### config.mk
export PLATFORM = sky130hd
export DESIGN_NAME = uart_tx
export DESIGN_NICKNAME = d
export VERILOG_FILES = /design/src/rtl/uart_pkg.sv /design/src/rtl/uart_parity.sv /design/src/rtl/uart_tx.sv
export SDC_FILE = /design/constraint.sdc
export NUM_CORES = 1
export LEC_CHECK = 0
export BUFFER_PORTS_ARGS = -buffer_cell sky130_fd_sc_hd__buf_2
export CORE_ASPECT_RATIO = 1.75
export CORE_UTILIZATION = 60
export CTS_CLUSTER_SIZE = 14
export DETAILED_ROUTE_END_ITERATION = 8
export PLACE_DENSITY = 0.83
export RECOVER_POWER = 25
export REMOVE_ABC_BUFFERS = 1
export SYNTH_ARGS = -nofsm -noshare
export SYNTH_HDL_FRONTEND = slang
export SYNTH_HIERARCHICAL = 1
export SYNTH_SLANG_ARGS = --single-unit
### constraint.sdc
create_clock -name clk26m -period 3.3 [get_ports clk26m]
set_input_delay 0.495 -clock clk26m [delete_from_list [all_inputs] [get_ports clk26m]]
set_output_delay 0.495 -clock clk26m [all_outputs]
set_load 0.02 [all_outputs]
### src/rtl/uart_pkg.sv
// -----------------------------------------------------------------------------
// uart_pkg
// Shared definitions for the UART transmitter and receiver:
//   - tx_state_t    : transmitter FSM state encoding
//   - DB_5..DB_8    : encoding of the 2-bit character-width select
//   - LINE_*        : serial line levels for idle, start and stop bits
//   - last_bit_idx  : index of the final data bit for a width select
//   - width_mask    : mask of the valid data bits for a width select
// -----------------------------------------------------------------------------
package uart_pkg;

  typedef enum logic [2:0] {
    IDLE   = 3'd0,
    WAIT1  = 3'd1,
    START  = 3'd2,
    DATA   = 3'd3,
    PARITY = 3'd4,
    STOP1  = 3'd5,
    STOP2  = 3'd6
  } tx_state_t;

  localparam logic [1:0] DB_5 = 2'b00;
  localparam logic [1:0] DB_6 = 2'b01;
  localparam logic [1:0] DB_7 = 2'b10;
  localparam logic [1:0] DB_8 = 2'b11;

  localparam logic LINE_IDLE  = 1'b1;
  localparam logic LINE_START = 1'b0;
  localparam logic LINE_STOP  = 1'b1;

  // Width N = 5 + select, so the last bit index N-1 = select + 4 (fits 3 bits).
  function automatic logic [2:0] last_bit_idx(input logic [1:0] db);
    return 3'(db) + 3'd4;
  endfunction

  function automatic logic [7:0] width_mask(input logic [1:0] db);
    logic [7:0] m;
    case (db)
      DB_5:    m = 8'h1F;
      DB_6:    m = 8'h3F;
      DB_7:    m = 8'h7F;
      default: m = 8'hFF;
    endcase
    return m;
  endfunction

endpackage

### src/rtl/uart_parity.sv
// -----------------------------------------------------------------------------
// uart_parity
// Combinational parity of the low N bits of a character (N = 5..8).
// Ports:
//   i_data      [7:0] character; bits above the selected width are ignored
//   i_data_bits [1:0] width select (00=5, 01=6, 10=7, 11=8)
//   i_odd             1 = odd parity, 0 = even parity
//   o_parity          parity bit to place on the line
// -----------------------------------------------------------------------------
module uart_parity
  import uart_pkg::*;
(
  input  logic [7:0] i_data,
  input  logic [1:0] i_data_bits,
  input  logic       i_odd,
  output logic       o_parity
);

  logic [7:0] w_masked;

  assign w_masked = i_data & width_mask(i_data_bits);
  // Even parity is the plain XOR; odd parity inverts it.
  assign o_parity = (^w_masked) ^ i_odd;

endmodule

### src/rtl/uart_tx.sv
// -----------------------------------------------------------------------------
// uart_tx
// UART transmitter driven by an external baud-tick generator.
// Frame: WAIT1 (line high, waits for the first tick) -> start bit ->
// N data bits -> optional parity -> one or two stop bits.
// Ports:
//   clk26m          26 MHz function clock
//   rst             synchronous active-high reset
//   tx_valid        host offers a character
//   tx_data  [7:0]  character (bits above the configured width ignored)
//   tx_ready        character accepted this cycle if tx_valid (state IDLE)
//   data_bits [1:0] width: 00=5, 01=6, 10=7, 11=8
//   parity_en       append parity bit
//   parity_odd      1 = odd, 0 = even parity
//   stop2           1 = two stop bits
//   tx_bpsclk       one-cycle bit tick from the baud generator
//   tx_bps_en       baud generator enable (high for the whole frame)
//   txd             registered serial line, idles high
//   tx_busy         frame in progress
//   tx_done         one-cycle pulse on return to IDLE after a full frame
// -----------------------------------------------------------------------------
module uart_tx
  import uart_pkg::*;
#(
  parameter bit LSB_FIRST = 1'b1
) (
  input  logic       clk26m,
  input  logic       rst,
  input  logic       tx_valid,
  input  logic [7:0] tx_data,
  output logic       tx_ready,
  input  logic [1:0] data_bits,
  input  logic       parity_en,
  input  logic       parity_odd,
  input  logic       stop2,
  input  logic       tx_bpsclk,
  output logic       tx_bps_en,
  output logic       txd,
  output logic       tx_busy,
  output logic       tx_done
);

  tx_state_t  r_state;
  logic [7:0] r_data;
  logic [7:0] r_shift;
  logic [1:0] r_db;
  logic       r_pe;
  logic       r_po;
  logic       r_s2;
  logic [2:0] r_cnt;
  logic       r_txd;
  logic       r_bps_en;
  logic       r_done;

  logic       w_accept;
  logic       w_par;
  logic       w_cur_bit;
  logic [7:0] w_shift_nx;
  logic [7:0] w_load;
  logic [2:0] w_last;

  assign w_accept = tx_valid & tx_ready;
  assign w_last   = last_bit_idx(r_db);

  // The shift register always presents the next bit at one fixed end:
  // bit 0 for LSB-first, bit 7 for MSB-first. For MSB-first the character
  // is left-aligned at load so its top configured bit sits in bit 7.
  assign w_cur_bit  = LSB_FIRST ? r_shift[0] : r_shift[7];
  assign w_shift_nx = LSB_FIRST ? (r_shift >> 1) : (r_shift << 1);
  assign w_load     = LSB_FIRST ? (tx_data & width_mask(data_bits))
                                : (tx_data << (3'd7 - last_bit_idx(data_bits)));

  uart_parity u_parity (
    .i_data      (r_data),
    .i_data_bits (r_db),
    .i_odd       (r_po),
    .o_parity    (w_par)
  );

  always_ff @(posedge clk26m) begin
    if (rst) begin
      r_state  <= IDLE;
      r_data   <= 8'h00;
      r_shift  <= 8'h00;
      r_db     <= 2'b00;
      r_pe     <= 1'b0;
      r_po     <= 1'b0;
      r_s2     <= 1'b0;
      r_cnt    <= 3'd0;
      r_txd    <= LINE_IDLE;
      r_bps_en <= 1'b0;
      r_done   <= 1'b0;
    end else begin
      r_done <= 1'b0;
      case (r_state)
        IDLE: begin
          // Ticks here are ignored; only an accepted character starts a frame.
          if (w_accept) begin
            r_data   <= tx_data & width_mask(data_bits);
            r_shift  <= w_load;
            r_db     <= data_bits;
            r_pe     <= parity_en;
            r_po     <= parity_odd;
            r_s2     <= stop2;
            r_cnt    <= 3'd0;
            r_bps_en <= 1'b1;
            r_txd    <= LINE_IDLE;
            r_state  <= WAIT1;
          end
        end
        WAIT1: begin
          if (tx_bpsclk) begin
            r_txd   <= LINE_START;
            r_state <= START;
          end
        end
        START: begin
          if (tx_bpsclk) begin
            r_txd   <= w_cur_bit;
            r_shift <= w_shift_nx;
            r_cnt   <= 3'd0;
            r_state <= DATA;
          end
        end
        DATA: begin
          if (tx_bpsclk) begin
            if (r_cnt == w_last) begin
              if (r_pe) begin
                r_txd   <= w_par;
                r_state <= PARITY;
              end else begin
                r_txd   <= LINE_STOP;
                r_state <= STOP1;
              end
            end else begin
              r_txd   <= w_cur_bit;
              r_shift <= w_shift_nx;
              r_cnt   <= r_cnt + 3'd1;
            end
          end
        end
        PARITY: begin
          if (tx_bpsclk) begin
            r_txd   <= LINE_STOP;
            r_state <= STOP1;
          end
        end
        STOP1: begin
          if (tx_bpsclk) begin
            if (r_s2) begin
              r_state <= STOP2;
            end else begin
              r_state  <= IDLE;
              r_done   <= 1'b1;
              r_bps_en <= 1'b0;
            end
          end
        end
        STOP2: begin
          if (tx_bpsclk) begin
            r_state  <= IDLE;
            r_done   <= 1'b1;
            r_bps_en <= 1'b0;
          end
        end
        default: begin
          r_state  <= IDLE;
          r_txd    <= LINE_IDLE;
          r_bps_en <= 1'b0;
        end
      endcase
    end
  end

  assign tx_ready  = (r_state == IDLE);
  assign tx_busy   = (r_state != IDLE);
  assign txd       = r_txd;
  assign tx_bps_en = r_bps_en;
  assign tx_done   = r_done;

endmodule

==> impl_metrics.py, run 1 <==
metrics = {
    "cts": {
        "cts_buffers": 5,
        "clock_sinks": 30,
        "tritoncts": "done",
        "clkLatencyLatePin_ps": 280,
        "clock_path_buffers": 2,
        "htree_levels": 2,
        "cts.repair.resized": 0,
        "cts-root-buf": "clkbuf_8",
        "clkTransAtPathRegs_ps": 60,
        "post-cts-setup-buffers": 0,
        "cts_hold_buf": 0,
    },
    "timing": {
        "rsz0062_at_grt": "no",
        "tightestPinTransition_ps": 740,
        "final-setup-viol-count": 0,
        "fin_crit_ps": 2100,
        "timing.final.hold_violations": 0,
        "finClkSkew_ps": 5.15,
        "slew-limit-headroom_pct": 50.6,
        "tns_ps": 0,
        "finalCritPeriodShare_pct": 63.6,
        "finalMaxSlewViolations": 0,
        "max_freq_mhz": 476,
        "worst_slack_ps": 1200,
    },
    "route": {
        "drt_wl_total_um": 3300,
        "avgViaCountPerCell": 5.87,
        "num_vias": 1280,
        "wl_per_cell_um": 15.1,
        "drt_iter0_drc": 43,
        "drcViolationCount": 0,
        "firstDrtPassIters": 4,
        "ant_nets": 0,
    },
    "placement": {
        "place_ws_ps": 1210,
        "dp_hpwl_um": 2380,
        "dp.cells": 210,
        "place_congestion": 0.754,
        "portBuffers": 21,
    },
    "cells_and_area": {
        "fin_nets": 210,
        "final_cells": 218,
        "drive_gt1_share_pct": 18.7,
        "diodes": 0,
        "area_growth_pct": 11.2,
    },
    "critical_path": {
        "required_ps": 3450,
        "cp_max_fo": 22,
        "cp_data_arrival_time_ps": 2250,
        "crit_path_end_kind": "flop",
        "startpoint_type": "flop",
        "setup.worst_path.class": "flop to flop",
    },
    "synthesis": {
        "synthFlopType": "dfxtp_1",
        "synth_top_cell_area_share_pct": 40.2,
        "ys_seq_elements": 30,
        "yosysMostFrequentCell": "nand2_1",
        "async_flop_share_pct": 0,
        "netlist_top_cells_count": "31 x nand2_1, 30 x dfxtp_1, 18 x a21oi_1",
        "yosysTopAreaCell": "dfxtp_1",
        "synth.area.top_cells": "dfxtp_1 40%, nand2_1 7.8%, a21oi_1 6.0%, mux2i_1 5.4%, mux2_2 4.5%",
        "yosys_warnings": 6,
        "synth_area_per_cell_um2": 8.58,
        "synth_seq_area_share_pct": 40.2,
        "netlist_area_um2": 1490,
        "ys_types": 42,
        "synth-edff-count": 0,
        "syn_inst": 174,
    },
    "global_routing": {
        "grt_max_degree": 31,
        "grt-ovfl-total": 0,
        "grt_util_all_layers_pct": 29.0,
        "grt_pass1_vias": 1233,
        "grt_pass1_wl_um": 5100,
        "antenna_found_initial": 0,
    },
    "power": {
        "p_int_mw": 0.636,
        "powerDensity_nw_per_um2": 540,
        "pwr-share-clk_pct": 33.9,
        "seq_power_share_pct": 46.7,
        "p_leak_nw": 0.679,
        "switching_share_pct": 29.1,
        "peakVddDrop_v": 0.000429,
        "combPwrFrac_pct": 19.4,
        "p_sw_mw": 0.262,
        "finalPower_mw": 0.897,
    },
    "floorplanning": {
        "initial_core_util_pct": 64.0,
        "io_pins": 22,
        "die_y_um": 68.0,
        "core_um2": 2330,
        "std_cell_rows": 23,
        "dieArea_um2": 2700,
        "die_w_um": 39.7,
    },
    "flow_run": {
        "cap_violations": 0,
    },
    "run_status": {
        "status": "finished, final reports clean",
    },
    "worst_hold_path": {
        "worst_hold_path_type": "primary input to flop",
    },
}
critical path: stages (launching register included):
cell and delay (ps):
dfxtp_1 800, mux2i_2 390, nor2_2 100, o21ai_4 340, mux2i_1 270, nor2_1 60
flip-flops by register name, indices dropped and copies added, names as in the netlist:
name and flops:
r_cnt 3, tx_bps_en 1, tx_done 1, txd 1
r_pe 1, r_data 8, r_db 2, r_s2 1
r_state 3, r_po 1, r_shift 8
stage by stage:
step | utilization (%) | area [um2] | hold slack, ps
final | 71.2 | 1660 | 443
after global routing | 71.2 | 1660 | 441
after CTS | 71.7 | 1670 | 438
after detailed placement | 67.7 | 1580 | 460
after global placement | 67.7 | 1580 | 450
after floorplan | - | 1440 | 431
per-layer routing:
| metal | vias to the layer above | part of all wire, % | GRT usage (%) |
|---|---|---|---|
| met5 | - | 0 | 0 |
| met1 | 617 | 38 | 25.2 |
| li1 | 634 | - | - |
| met3 | 4 | 3.0 | 9.09 |
| met4 | 0 | 1.9 | 17.7 |
| met2 | 25 | 57 | 53.1 |
cell usage in the layout, fill, tap and decap left out, types with 2 or more instances in the layout:
master / Yosys / routed
clkbuf_8: 0 / 6
nor4_1: 2 / 2
xnor2_1: 7 / 7
mux2i_1: 8 / 8
clkbuf_1: 5 / 4
nand3_1: 2 / 2
dfxtp_1: 30 / 30
nand4_1: 2 / 2
nor2b_1: 4 / 4
nand2b_1: 3 / 3
a21oi_1: 18 / 18
nor3_1: 2 / 3
buf_2: 4 / 18
mux2_2: 6 / 6
inv_1: 5 / 5
o21ai_0: 8 / 8
nor2_1: 11 / 11
a211oi_1: 2 / 2
nand2_1: 31 / 31
cell families (layout without fill, tap and decap cells):
family                     count (synthesis)  after routing  synth area share, %
muxes                                     15             15                 10.8
and+or+nand+nor                           64             64                 20.2
xor gates and xnor gates                   9              9                 6.20
AOI/OAI and AO/OA                         40             40                 17.1
adders and majority gates                  1              1                0.838
DFF                                       30             30                 40.2
buffers and inverters                     15             34                 4.61
cell type report:
cell class	instances	area, um2
Inverter	5	18.8
Fill cell	190	671
Clock buffer	7	86.3
Clock inverter	1	5.00
Sequential cell	30	601
Timing Repair Buffer	21	101
Multi-Input combinational cell	129	817
Tap cell	25	31.3
final timing paths:
check / from / cells past startpoint / endpoint / slack [ps]
max reg2reg: r_state[1]$_SDFFE_PP0P_ / 5 / r_shift[2]$_SDFFE_PP0P_ / 1200
min reg2reg: r_shift[7]$_SDFFE_PP0P_ / 2 / r_shift[7]$_SDFFE_PP0P_ / 470
min: stop2 / 3 / r_s2$_SDFFE_PP0P_ / 440
max: r_state[1]$_SDFFE_PP0P_ / 5 / r_shift[2]$_SDFFE_PP0P_ / 1200
power groups by stage:
stage / logic [mW] / registers (mW) / clock network, mW
2_1_floorplan: 0.122 / 0.422 / 0
3_3_place_gp: 0.165 / 0.423 / 0
3_5_place_dp: 0.174 / 0.426 / 0
4_1_cts: 0.176 / 0.418 / 0.311
5_1_grt: 0.190 / 0.422 / 0.327
6_report: 0.174 / 0.419 / 0.304
No activity file was read; power rests on OpenSTA's default activity.
==> inputs of run 2 (changes only) <==
--- a/config.mk
+++ b/config.mk
@@ -7,10 +7,10 @@
 export LEC_CHECK = 0
 export BUFFER_PORTS_ARGS = -buffer_cell sky130_fd_sc_hd__buf_2
 export CORE_ASPECT_RATIO = 1.75
-export CORE_UTILIZATION = 60
+export CORE_UTILIZATION = 55
 export CTS_CLUSTER_SIZE = 14
 export DETAILED_ROUTE_END_ITERATION = 8
-export PLACE_DENSITY = 0.83
+export PLACE_DENSITY = 0.77
 export RECOVER_POWER = 25
 export REMOVE_ABC_BUFFERS = 1
 export SYNTH_ARGS = -nofsm -noshare
==> constraint.sdc (replaced) <==
create_clock -name clk26m -period 2 [get_ports clk26m]
set_input_delay 0.3 -clock clk26m [delete_from_list [all_inputs] [get_ports clk26m]]
set_output_delay 0.3 -clock clk26m [all_outputs]
set_load 0.02 [all_outputs]
==> run 2 against run 1 <==
Critical path depth rose by 2. Hold slack worse by 190 ps. Total power up 72%. First-iteration DRC count fell by 58%. Global-route usage down 3.4 points. Wire length decreased by 4.5%. Combinational power up 69%. Largest power group unchanged.
==> impl_metrics.py, run 2 (synthesis results as in run 1) <==
metrics = {
    "flow_run": {
        "cap_violations": 0,
    },
    "cts": {
        "tritoncts": "done",
        "cts-root-buf": "clkbuf_8",
        "cts_hold_buf": 0,
        "cts.repair.resized": 0,
        "htree_levels": 2,
        "clkLatencyLatePin_ps": 280,
        "clock_sinks": 30,
        "clkTransAtPathRegs_ps": 60,
        "cts_buffers": 5,
        "post-cts-setup-buffers": 0,
        "clock_path_buffers": 2,
    },
    "critical_path": {
        "startpoint_type": "flop",
        "cpMaxStageDelayCell": "xnor3_1",
        "required_ps": 2170,
        "r2r_cells": 7,
        "path_cells": "xnor2_1 -> xnor2_1 -> xnor3_1 -> o21ai_0 -> mux2i_1 -> nor4_1 -> o21bai_1",
        "cp_max_fo": 2,
        "reg2reg_slack_ps": 230,
        "cpPeakStageDelay_ps": 410,
        "critPathMostFrequentCell": "xnor2_1",
        "setup.worst_path.class": "flop to flop",
        "reg2reg_from": "r_data[3]$_SDFFE_PP0P_",
        "cp_data_arrival_time_ps": 1930,
        "crit_family": "XOR/XNOR gates",
        "crit_path_end_kind": "flop",
        "rr_endpoint": "txd$_SDFFE_PP1P_",
        "crit_buf_inv": 0,
        "cp.depth": 7,
    },
    "cells_and_area": {
        "fillers": 234,
        "fin_nets": 211,
        "diodes": 0,
        "area_growth_pct": 13.2,
        "seq_area_um2": 601,
        "largestRegisters": "r_data (8), r_shift (8)",
        "final_common_cell": "nand2_1",
        "drive_gt1_share_pct": 19.6,
        "final_cell_mix": "31 x nand2_1, 30 x dfxtp_1, 18 x a21oi_1, 18 x buf_2, 11 x nor2_1",
        "multi_input_area_um2": 818,
    },
    "power": {
        "finalPower_mw": 1.54,
        "powerDensity_nw_per_um2": 912,
        "peakVddDrop_v": 0.000745,
        "p_leak_nw": 0.694,
    },
    "timing": {
        "finalMaxSlewViolations": 0,
        "finClkSkew_ps": 3.41,
        "max_freq_mhz": 566,
        "final-setup-viol-count": 0,
        "fin_crit_ps": 1770,
        "holdWs_ps": 254,
        "finalCritPeriodShare_pct": 88.3,
        "slew-limit-headroom_pct": 64.8,
        "tightestPinTransition_ps": 528,
        "rsz0062_at_grt": "no",
        "timing.final.hold_violations": 0,
        "tns_ps": 0,
    },
    "floorplanning": {
        "io_pins": 22,
        "die_w_um": 41.4,
        "dieArea_um2": 2930,
        "die_y_um": 70.9,
        "initial_core_util_pct": 59.2,
        "core_um2": 2520,
        "std_cell_rows": 24,
    },
    "route": {
        "drcViolationCount": 0,
        "avgViaCountPerCell": 5.73,
        "num_vias": 1261,
        "drt_iter0_drc": 18,
        "ant_nets": 0,
        "wl_per_cell_um": 14.3,
        "drt_wl_total_um": 3150,
        "firstDrtPassIters": 4,
    },
    "global_routing": {
        "grt_max_degree": 31,
        "grt_pass1_wl_um": 5160,
        "grt_pass1_vias": 1244,
        "grt_util_all_layers_pct": 25.6,
        "antenna_found_initial": 0,
        "grt-ovfl-total": 0,
    },
    "worst_hold_path": {
        "whs_path_depth": 3,
        "hold_path_end": "r_s2$_SDFFE_PP0P_",
        "min-delay-start": "stop2",
        "worst_hold_path_type": "primary input to flop",
    },
    "run_status": {
        "status": "finished, final reports clean",
    },
    "placement": {
        "place_congestion": 0.703,
        "dp_hpwl_um": 2250,
        "portBuffers": 21,
    },
}
run 2: metal layers:
metal,global-route usage (%),wire length [um],vias to the layer above
met5,0,0,-
met4,9.68,55,0
met3,7.52,98,7
met2,45.7,1780,26
met1,25.2,1220,594
li1,-,-,634
run 2: worst max-delay path by stage:
| stage | startpoint | endpoint | slack [ps] |
|---|---|---|---|
| detailed placement | r_data[3]$_SDFFE_PP0P_ | txd$_SDFFE_PP1P_ | 210 |
| finish | r_data[3]$_SDFFE_PP0P_ | txd$_SDFFE_PP1P_ | 230 |
| global route | r_state[1]$_SDFFE_PP0P_ | r_cnt[0]$_SDFFE_PP0P_ | 120 |
| floorplan | r_state[1]$_SDFFE_PP0P_ | r_cnt[0]$_SDFFE_PP0P_ | 230 |
| global placement | r_data[3]$_SDFFE_PP0P_ | txd$_SDFFE_PP1P_ | 330 |
| CTS | r_data[3]$_SDFFE_PP0P_ | txd$_SDFFE_PP1P_ | 210 |
run 2: stage by stage:
step	cell area, um2	util [%]	setup slack, ps	instances
after global routing	1690	67.0	115	220
after global placement	1590	62.9	327	212
after CTS	1700	67.3	209	220
after floorplan	1440	-	230	164
after detailed placement	1590	62.9	211	212
final	1690	67.0	234	220
run 2: layout make-up:
type / instances / area share (%)
Multi-Input combinational cell: 129 / 48.4
Clock buffer: 8 / 6.52
Inverter: 5 / 1.11
Sequential cell: 30 / 35.6
Tap cell: 26 / 1.93
Timing Repair Buffer: 22 / 6.44
run 2: worst reg2reg max path, delay by kind of cell, from the launching register on:
| family | cells | cell delay, ps |
|---|---|---|
| and+or+nand+nor | 1 | 230 |
| xor gates and xnor gates | 3 | 730 |
| muxes | 1 | 100 |
| DFF | 1 | 320 |
| AOI/OAI and AO/OA | 2 | 270 |
run 2: report_power, final:
group	total (mW)	switching, mW	internal (mW)
sequential	0.679	0.0374	0.642
combinational	0.294	0.162	0.132
clock	0.568	0.221	0.347
total	1.54	0.420	1.12
